`config.mk`:
```
export PLATFORM = sky130hd
export DESIGN_NAME = if_id_queue_flat
export DESIGN_NICKNAME = d
export VERILOG_FILES = /design/src/rtl/if_id_queue_if.sv /design/src/rtl/if_id_queue.sv /design/src/flat_wrapper.sv
export SDC_FILE = /design/constraint.sdc
export NUM_CORES = 1
export LEC_CHECK = 0
export BUFFER_PORTS_ARGS = -buffer_cell sky130_fd_sc_hd__buf_2
export CORE_AREA = 10 10 148 150
export CTS_CLUSTER_DIAMETER = 40
export DETAILED_ROUTE_END_ITERATION = 12
export DIE_AREA = 0 0 158 160
export PLACE_DENSITY = 0.78
export REMOVE_ABC_BUFFERS = 1
export SKIP_CTS_REPAIR_TIMING = 1
export SKIP_LAST_GASP = 1
export SYNTH_ARGS = -nofsm -noshare
export SYNTH_HDL_FRONTEND = slang
export SYNTH_SLANG_ARGS = --single-unit
```
`constraint.sdc`:
```
create_clock -name clk -period 6 [get_ports clk]
set_input_delay 0.3 -clock clk [delete_from_list [all_inputs] [get_ports clk]]
set_output_delay 0.3 -clock clk [all_outputs]
set_load 0.01 [all_outputs]
```
`src/rtl/if_id_queue_if.sv`:
```
// Fetch/decode-facing bundle of the IF/ID decoupling queue.
// The master side is fetch+decode; the slave side is the queue itself.
interface if_id_queue_if #(
   parameter int XLEN = 32
);
   logic            in_valid;
   logic [XLEN-1:0] in_pc;
   logic [XLEN-1:0] in_instruction;
   logic            in_ready;
   logic            fetch_stall;
   logic            flush;
   logic            out_valid;
   logic            out_ready;
   logic [XLEN-1:0] out_pc;
   logic [XLEN-1:0] out_instruction;
   logic            out_is_cf;

   modport master (
      output in_valid, in_pc, in_instruction, flush, out_ready,
      input  in_ready, fetch_stall, out_valid, out_pc, out_instruction, out_is_cf
   );

   modport slave (
      input  in_valid, in_pc, in_instruction, flush, out_ready,
      output in_ready, fetch_stall, out_valid, out_pc, out_instruction, out_is_cf
   );
endinterface

```
`src/rtl/if_id_queue.sv`:
```
// IF/ID decoupling queue: circular buffer of {pc, instruction} pairs with
// flush, fetch back-pressure and an early control-flow predecode on the head.
module if_id_queue #(
   parameter int              DEPTH    = 4,
   parameter int              XLEN     = 32,
   parameter logic [XLEN-1:0] NOP_INSN = XLEN'(32'h0000_0013)
) (
   input  logic                   clk,
   input  logic                   rst,
   if_id_queue_if.slave           q,
   output logic [$clog2(DEPTH):0] count
);
   localparam int AW = $clog2(DEPTH);
   localparam int CW = AW + 1;
   localparam logic [CW-1:0] FULL = CW'(DEPTH);

   logic [XLEN-1:0] pc_mem   [DEPTH];
   logic [XLEN-1:0] insn_mem [DEPTH];

   logic [AW-1:0] wr_ptr_reg;
   logic [AW-1:0] rd_ptr_reg;
   logic [CW-1:0] count_reg;

   logic          not_full;
   logic          not_empty;
   logic          push;
   logic          pop;
   logic [XLEN-1:0] head_pc;
   logic [XLEN-1:0] head_insn;
   logic            head_cf;

   // Ready/valid come from registered occupancy only, so there is no
   // combinational path from out_ready back to fetch.
   assign not_full  = (count_reg != FULL);
   assign not_empty = (count_reg != '0);
   assign push      = q.in_valid && not_full;
   assign pop       = q.out_ready && not_empty;

   assign q.in_ready    = not_full;
   assign q.fetch_stall = !not_full;
   assign q.out_valid   = not_empty;
   assign count         = count_reg;

   always_ff @(posedge clk or posedge rst) begin
      if (rst) begin
         wr_ptr_reg <= '0;
         rd_ptr_reg <= '0;
         count_reg  <= '0;
      end else if (q.flush) begin
         wr_ptr_reg <= '0;
         rd_ptr_reg <= '0;
         count_reg  <= '0;
      end else begin
         if (push) wr_ptr_reg <= wr_ptr_reg + AW'(1);
         if (pop)  rd_ptr_reg <= rd_ptr_reg + AW'(1);
         case ({push, pop})
            2'b10:   count_reg <= count_reg + CW'(1);
            2'b01:   count_reg <= count_reg - CW'(1);
            default: count_reg <= count_reg;
         endcase
      end
   end

   // Entry storage carries no reset; occupancy alone decides what is live.
   always_ff @(posedge clk) begin
      if (push && !q.flush) begin
         pc_mem[wr_ptr_reg]   <= q.in_pc;
         insn_mem[wr_ptr_reg] <= q.in_instruction;
      end
   end

   always_comb begin
      head_pc   = '0;
      head_insn = NOP_INSN;
      head_cf   = 1'b0;
      if (not_empty) begin
         head_pc   = pc_mem[rd_ptr_reg];
         head_insn = insn_mem[rd_ptr_reg];
         // Branch, JAL and JALR opcodes.
         head_cf   = (head_insn[6:0] == 7'b1100011) ||
                     (head_insn[6:0] == 7'b1101111) ||
                     (head_insn[6:0] == 7'b1100111);
      end
   end

   assign q.out_pc          = head_pc;
   assign q.out_instruction = head_insn;
   assign q.out_is_cf       = head_cf;
endmodule

```
`src/flat_wrapper.sv`:
```
// flat-port wrapper written by rule: the top's interface ports become plain ports
module if_id_queue_flat 
#(
   parameter int              DEPTH    = 4,
   parameter int              XLEN     = 32,
   parameter logic [XLEN-1:0] NOP_INSN = XLEN'(32'h0000_0013)
)
  (clk, rst, count, q_in_valid, q_in_pc, q_in_instruction, q_flush, q_out_ready, q_in_ready, q_fetch_stall, q_out_valid, q_out_pc, q_out_instruction, q_out_is_cf);
  if_id_queue_if #(.XLEN(XLEN)) q_i ();
  input  logic clk;
  input  logic rst;
  output logic [$clog2(DEPTH):0] count;
  input wire logic [$bits(q_i.in_valid)-1:0] q_in_valid;
  input wire logic [$bits(q_i.in_pc)-1:0] q_in_pc;
  input wire logic [$bits(q_i.in_instruction)-1:0] q_in_instruction;
  input wire logic [$bits(q_i.flush)-1:0] q_flush;
  input wire logic [$bits(q_i.out_ready)-1:0] q_out_ready;
  output wire logic [$bits(q_i.in_ready)-1:0] q_in_ready;
  output wire logic [$bits(q_i.fetch_stall)-1:0] q_fetch_stall;
  output wire logic [$bits(q_i.out_valid)-1:0] q_out_valid;
  output wire logic [$bits(q_i.out_pc)-1:0] q_out_pc;
  output wire logic [$bits(q_i.out_instruction)-1:0] q_out_instruction;
  output wire logic [$bits(q_i.out_is_cf)-1:0] q_out_is_cf;
  assign q_i.in_valid = q_in_valid;
  assign q_i.in_pc = q_in_pc;
  assign q_i.in_instruction = q_in_instruction;
  assign q_i.flush = q_flush;
  assign q_i.out_ready = q_out_ready;
  assign q_in_ready = q_i.in_ready;
  assign q_fetch_stall = q_i.fetch_stall;
  assign q_out_valid = q_i.out_valid;
  assign q_out_pc = q_i.out_pc;
  assign q_out_instruction = q_i.out_instruction;
  assign q_out_is_cf = q_i.out_is_cf;
  if_id_queue #(.DEPTH(DEPTH), .XLEN(XLEN), .NOP_INSN(NOP_INSN)) u_core (.clk(clk), .rst(rst), .q(q_i), .count(count));
endmodule
```
After elaboration in Yosys (flattened, before gate mapping). Memories as Yosys holds them, arrays and structs flattened. Index checks and enable logic that the tools add are counted.

Bitwise gates (word level): 0. Divide/modulo/power cells: 0. Mux-type cells: 11. Magnitude comparators: 0. Equality and inequality tests: 6. Multiply operators: 0. Reduce and logical (&&, ||, !) cells: 11. $add $sub $neg: 4. Shift operators: 0.

Operators with widths (count): 2-to-1 mux 32 bit (2); == test 7 bit (second input constant) (3); 2-to-1 mux 2 bit (4); case mux 3 bit (2 select lines) (1); nonzero test 3 bit (2); adder 2 x 1 -> 2 bit (second input constant) (2); nonzero test 2 bit (2); adder 3 x 1 -> 3 bit (second input constant) (1); logical AND 1 bit (3); 2-to-1 mux 1 bit (3); 2-to-1 mux 3 bit (1); inequality test 3 bit (second input constant) (1); subtractor 3 x 1 -> 3 bit (second input constant) (1); == test 2 x 1 -> 1 bit (second input constant) (1); == test 2 bit (second input constant) (1); zero test 1 bit (2); logical OR 1 bit (2).

Memories: 2. RAM bits: 256. Register bits: 7. Bits in latches: 0. Bits in read-only memories: 0. Output and inout port bits: 71.

Memory list: u_core.insn_mem (words 4, bits a word 32, rd ports 1, clocked after memory_dff 0, write ports 1, line if_id_queue.sv:18) `logic [XLEN-1:0] insn_mem [DEPTH];`; u_core.pc_mem (words 4, bits a word 32, rd ports 1, clocked after memory_dff 0, write ports 1, line if_id_queue.sv:17) `logic [XLEN-1:0] pc_mem [DEPTH];`.

Depth between registers and ports, before layout.
Depth in word-level cells: 5. Mapped depth: 8.

Worst setup path after synthesis. Ideal clock, no wire load.

Kind: register -> register. Start point: reg u_core.count_reg[0] (netlist: u_core.count[0]). End point: mem u_core.insn_mem[0][0] (enable). Required time: 5.571 ns. Data arrival time: 2.536 ns. Setup slack: 3.035 ns. Library setup time: 0.429 ns. Stages on the path, launching flop included: 6. Path buffers: 1. Cell sequence: dfrtp_1 or3b_1 buf_6 nand2_8 nor2_1 and2_1.

Cells in the longest elaborated chain, start to end: 5.

Ends and longest elaborated chain: from (decl) (line if_id_queue.sv:22) `logic [CW-1:0] count_reg;`; from (signal assigned) (line if_id_queue.sv:57) `2'b10: count_reg <= count_reg + CW'(1);`; from (signal assigned) (line if_id_queue.sv:58) `2'b01: count_reg <= count_reg - CW'(1);`; from (signal assigned) (line if_id_queue.sv:59) `default: count_reg <= count_reg;`; inequality test 3 bit (line if_id_queue.sv:34) `assign not_full = (count_reg != FULL);`; via q_in_ready (line flat_wrapper.sv:18) `output wire logic [$bits(q_i.in_ready)-1:0] q_in_ready;`; logical AND 1 bit (line if_id_queue.sv:36) `assign push = q.in_valid && not_full;`; logical AND 1 bit (line if_id_queue.sv:66) `if (push && !q.flush) begin`; 2-to-1 mux 1 bit (line if_id_queue.sv:66); 2-to-1 mux 1 bit (implied by the code) (line if_id_queue.sv:68) `insn_mem[wr_ptr_reg] <= q.in_instruction;`; to (decl) (line if_id_queue.sv:18).

The timed path passes the listed nets, and every way through them passes these cells.

Worst setup path after layout.
Start point: reg u_core.rd_ptr_reg[0]. End point: out q_out_pc[26].

Cells in the longest elaborated chain, start to end: 2.

Ends and longest elaborated chain: from (decl) (line if_id_queue.sv:21) `logic [AW-1:0] rd_ptr_reg;`; from (signal assigned) (line if_id_queue.sv:55) `if (pop) rd_ptr_reg <= rd_ptr_reg + AW'(1);`; memory read (4 x 32 bit); 2-to-1 mux 32 bit (line if_id_queue.sv:76) `if (not_empty) begin`; to (decl) (line flat_wrapper.sv:21) `output wire logic [$bits(q_i.out_pc)-1:0] q_out_pc;`.

Every way passes these cells.

==> out/results.md <==
| Parameter | Reported |
|---|---|
| Total Routed Length | 20,700 µm |
| Cell depth of the worst flop-to-flop path | 9 |
| Drt via density | 5.52 |
| Final Cycle Share | 55.7% |
| Buffer cell driving the clock tree root | sky130_fd_sc_hd__clkbuf_16 |
| Skew final | 0.0195 ns |
| Post-Synthesis Cells | 462 |
| Avg Inst Size Synth | 22.1 µm² |
| Leakage power summed over all cells | 4.51 nW |
| Sequential share of the synthesized area | 77.0% |
| YS warnings | 0 |
| PortBufs | 139 |
| TritonCTS clock tree | built |
| Number of antenna violations at the first check in global routing | 3 |
| Most used flip-flop cell after synthesis | sky130_fd_sc_hd__edfxtp_1 |
| Final Hold Vio Count | 0 |
| Data required, critical path | 5.70 ns |
| Clock transition at the registers of the reported paths | 0.06 ns |
| Worst VDD drop | 0.000304 V |
| Top-Level Pins | 140 |
| Global-route wire length before repair | 30,800 µm |
| Std cell rows | 51 |
| Path category of the worst min-delay check | input port to flop |
| Fraction of layout instances using a drive strength above 1 | 38.0% |
| Hold Path Depth | 1 |
| Number of flops mapped to enable cells by yosys | 256 |
| Die height | 160 µm |
| Number of DRC violations after detailed routing | 0 |
| First-pass iteration count of the detailed router | 4 |
| Drt first-iter violations | 276 |
| Area taken by flip-flops and latches | 7870 µm² |
| Clock Path Buffers | 3 |
| Via count of the first global-routing pass | 5,272 |
| GRT Residual Overflow | 0 |
| Category of cells accounting for the largest share of critical-path delay | flip-flops |
| Peak per-stage delay on the critical path | 0.93 ns |
| Number of distinct library cell variants in the gate-level netlist after synthesis | 38 |
| Total global-route track usage | 15.6% |
| Via Count | 5,186 |
| Multi-input logic area | 2220 µm² |
| Number of flip-flops and latches in the synthesized netlist | 263 |
| Accumulated negative setup slack | 0 ns |
| Result of the run | complete, no violations |
| Fill cells | 1,216 |
| Most frequent cells in the layout | sky130_fd_sc_hd__edfxtp_1, sky130_fd_sc_hd__buf_2, sky130_fd_sc_hd__mux4_2, sky130_fd_sc_hd__dlygate4sd3_1, sky130_fd_sc_hd__and2_1 |
| Final instance area | 12,800 µm² |
| Net count of the finished layout | 751 |
| Initial Utilization | 53.5% |
| Cell area after placement | 11,100 µm² |
| Die Footprint | 25,300 µm² |
| WS Path Type | flop to output port |
| Global placer's final weighted congestion | 0.732 |
| Number of nets still failing antenna checks after routing | 0 |
| Floorplan Core Area | 19,100 µm² |
| Crit. path cell count | 4 |
| Crit path setup slack, layout | 2.66 ns |
| Unrepaired setup endpoints after global routing | false |
| Library cell contributing the largest single delay on the critical path | sky130_fd_sc_hd__dfrtp_4 |
| Area growth from synthesis to layout | 25.4% |
| Number of instances in the placed design | 819 |
| Final setup fails | 0 |
| Cell-by-cell listing of the critical path | buf_4 -> mux4_2 -> and2_1 -> buf_2 |
| Worst skew pair latency | 0.54 ns |
| Final critical delay including setup and external delays | 3.34 ns |
| # H-tree levels | 1 |
| Power density relative to cell area | 418 nW/µm² |
| Largest driver fanout on the critical path | 40 |
| Routed wirelength normalized by instance count | 22.0 µm |
| Critical Path Start Type | flop |
| Final HPWL DP | 11,600 µm |
| Largest net degree at the start of global routing | 66 |
| Post-synthesis instance area | 10,200 µm² |
| Worst slew pin tran | 1.03 ns |
| Most common library cell in the layout ignoring fill and taps | sky130_fd_sc_hd__edfxtp_1 |
| DP Worst Slack | 3.12 ns |
| Final total power | 5.36 mW |
| Chip width | 158 µm |
| Max-slew headroom | 31.0% |
| Max-slew violation count | 0 |
| Final Non-Filler Cells | 940 |
| Arrival time reported for the critical path endpoint | 3.04 ns |
| CP Buf/Inv Count | 2 |
| Synth async-reset ratio | 2.66% |
| Setup crit end kind | output port |
| Sink Count | 263 |
| Number of buffers added by the clock tree synthesis step | 30 |
| Max-capacitance violation count | 0 |
| FMAX | 299 MHz |
==> cells in the mapped netlist (3+ instances only) <==
library cell / instances / area [µm²]
sky130_fd_sc_hd__and2_1: 65 / 407
sky130_fd_sc_hd__buf_1: 3 / 11.3
sky130_fd_sc_hd__buf_2: 3 / 15.0
sky130_fd_sc_hd__buf_4: 8 / 60.1
sky130_fd_sc_hd__clkbuf_1: 7 / 26.3
sky130_fd_sc_hd__dfrtp_1: 7 / 175
sky130_fd_sc_hd__edfxtp_1: 256 / 7690
sky130_fd_sc_hd__ha_1: 4 / 50.1
sky130_fd_sc_hd__inv_1: 4 / 15.0
sky130_fd_sc_hd__mux4_2: 64 / 1440
sky130_fd_sc_hd__nand2b_1: 3 / 18.8
sky130_fd_sc_hd__nand3_1: 3 / 15.0
sky130_fd_sc_hd__nor2_1: 6 / 22.5
==> worst paths after layout <==
path / startpoint / slack [ns] / endpoint
setup / recovery: u_core.rd_ptr_reg[0] / 2.66 / q_out_pc[26]
hold / removal: q_in_pc[1] / 0.01 / u_core.pc_mem[1][1]
setup reg to reg: u_core.count[1] / 3.15 / u_core.count[2]
hold reg to reg: u_core.wr_ptr_reg[1] / 0.62 / u_core.wr_ptr_reg[1]
max in group asynchronous: rst / 5.51 / u_core.rd_ptr_reg[1]
min in group asynchronous: rst / 0.24 / u_core.count[2]
==> per-layer routing <==
layer	global-route usage (%)	up-vias	routed length, µm	share of wire (%)
met5	0	-	13	0.063
met4	4.93	2	341	1.7
met3	3.92	30	1130	5.4
met2	25.2	149	10600	51
met1	20.3	2692	8580	42
li1	-	2313	-	-
==> stage by stage <==
stage	hold WS (ns)	utilization (%)
4_1_cts	-0.337	63.7
2_1_floorplan	0.103	-
6_report	0.0128	67.1
3_5_place_dp	0.252	58.2
3_3_place_gp	0.237	58.2
5_1_grt	-0.000194	67.1
==> where the power goes <==
group / internal, mW / switching (mW)
clock: 1.18 / 0.703
combinational: 0.614 / 0.612
sequential: 2.13 / 0.124
==> cell families (layout without fill, tap and decap cells) <==
family,Yosys count,after routing,share of synthesized area (%)
other,0,2,0
flip-flops,263,263,77.0
multiplexers,66,66,14.4
buffers and inverters,27,265,1.40
XOR/XNOR,4,4,0.527
AO/OA/AOI/OAI,6,6,0.355
AND/OR/NAND/NOR,91,91,5.67
adder cells (fa/ha/maj),5,5,0.686
==> final cells by class <==
cell class	instances	area share, %
Clock inverter	22	2.24
Multi-Input combinational cell	172	17.3
Clock buffer	33	5.95
Antenna cell	2	0.0391
Timing Repair Buffer	205	10.6
Tap cell	238	2.33
Sequential cell	263	61.4
Inverter	5	0.147
No activity file was read; power rests on OpenSTA's default activity.
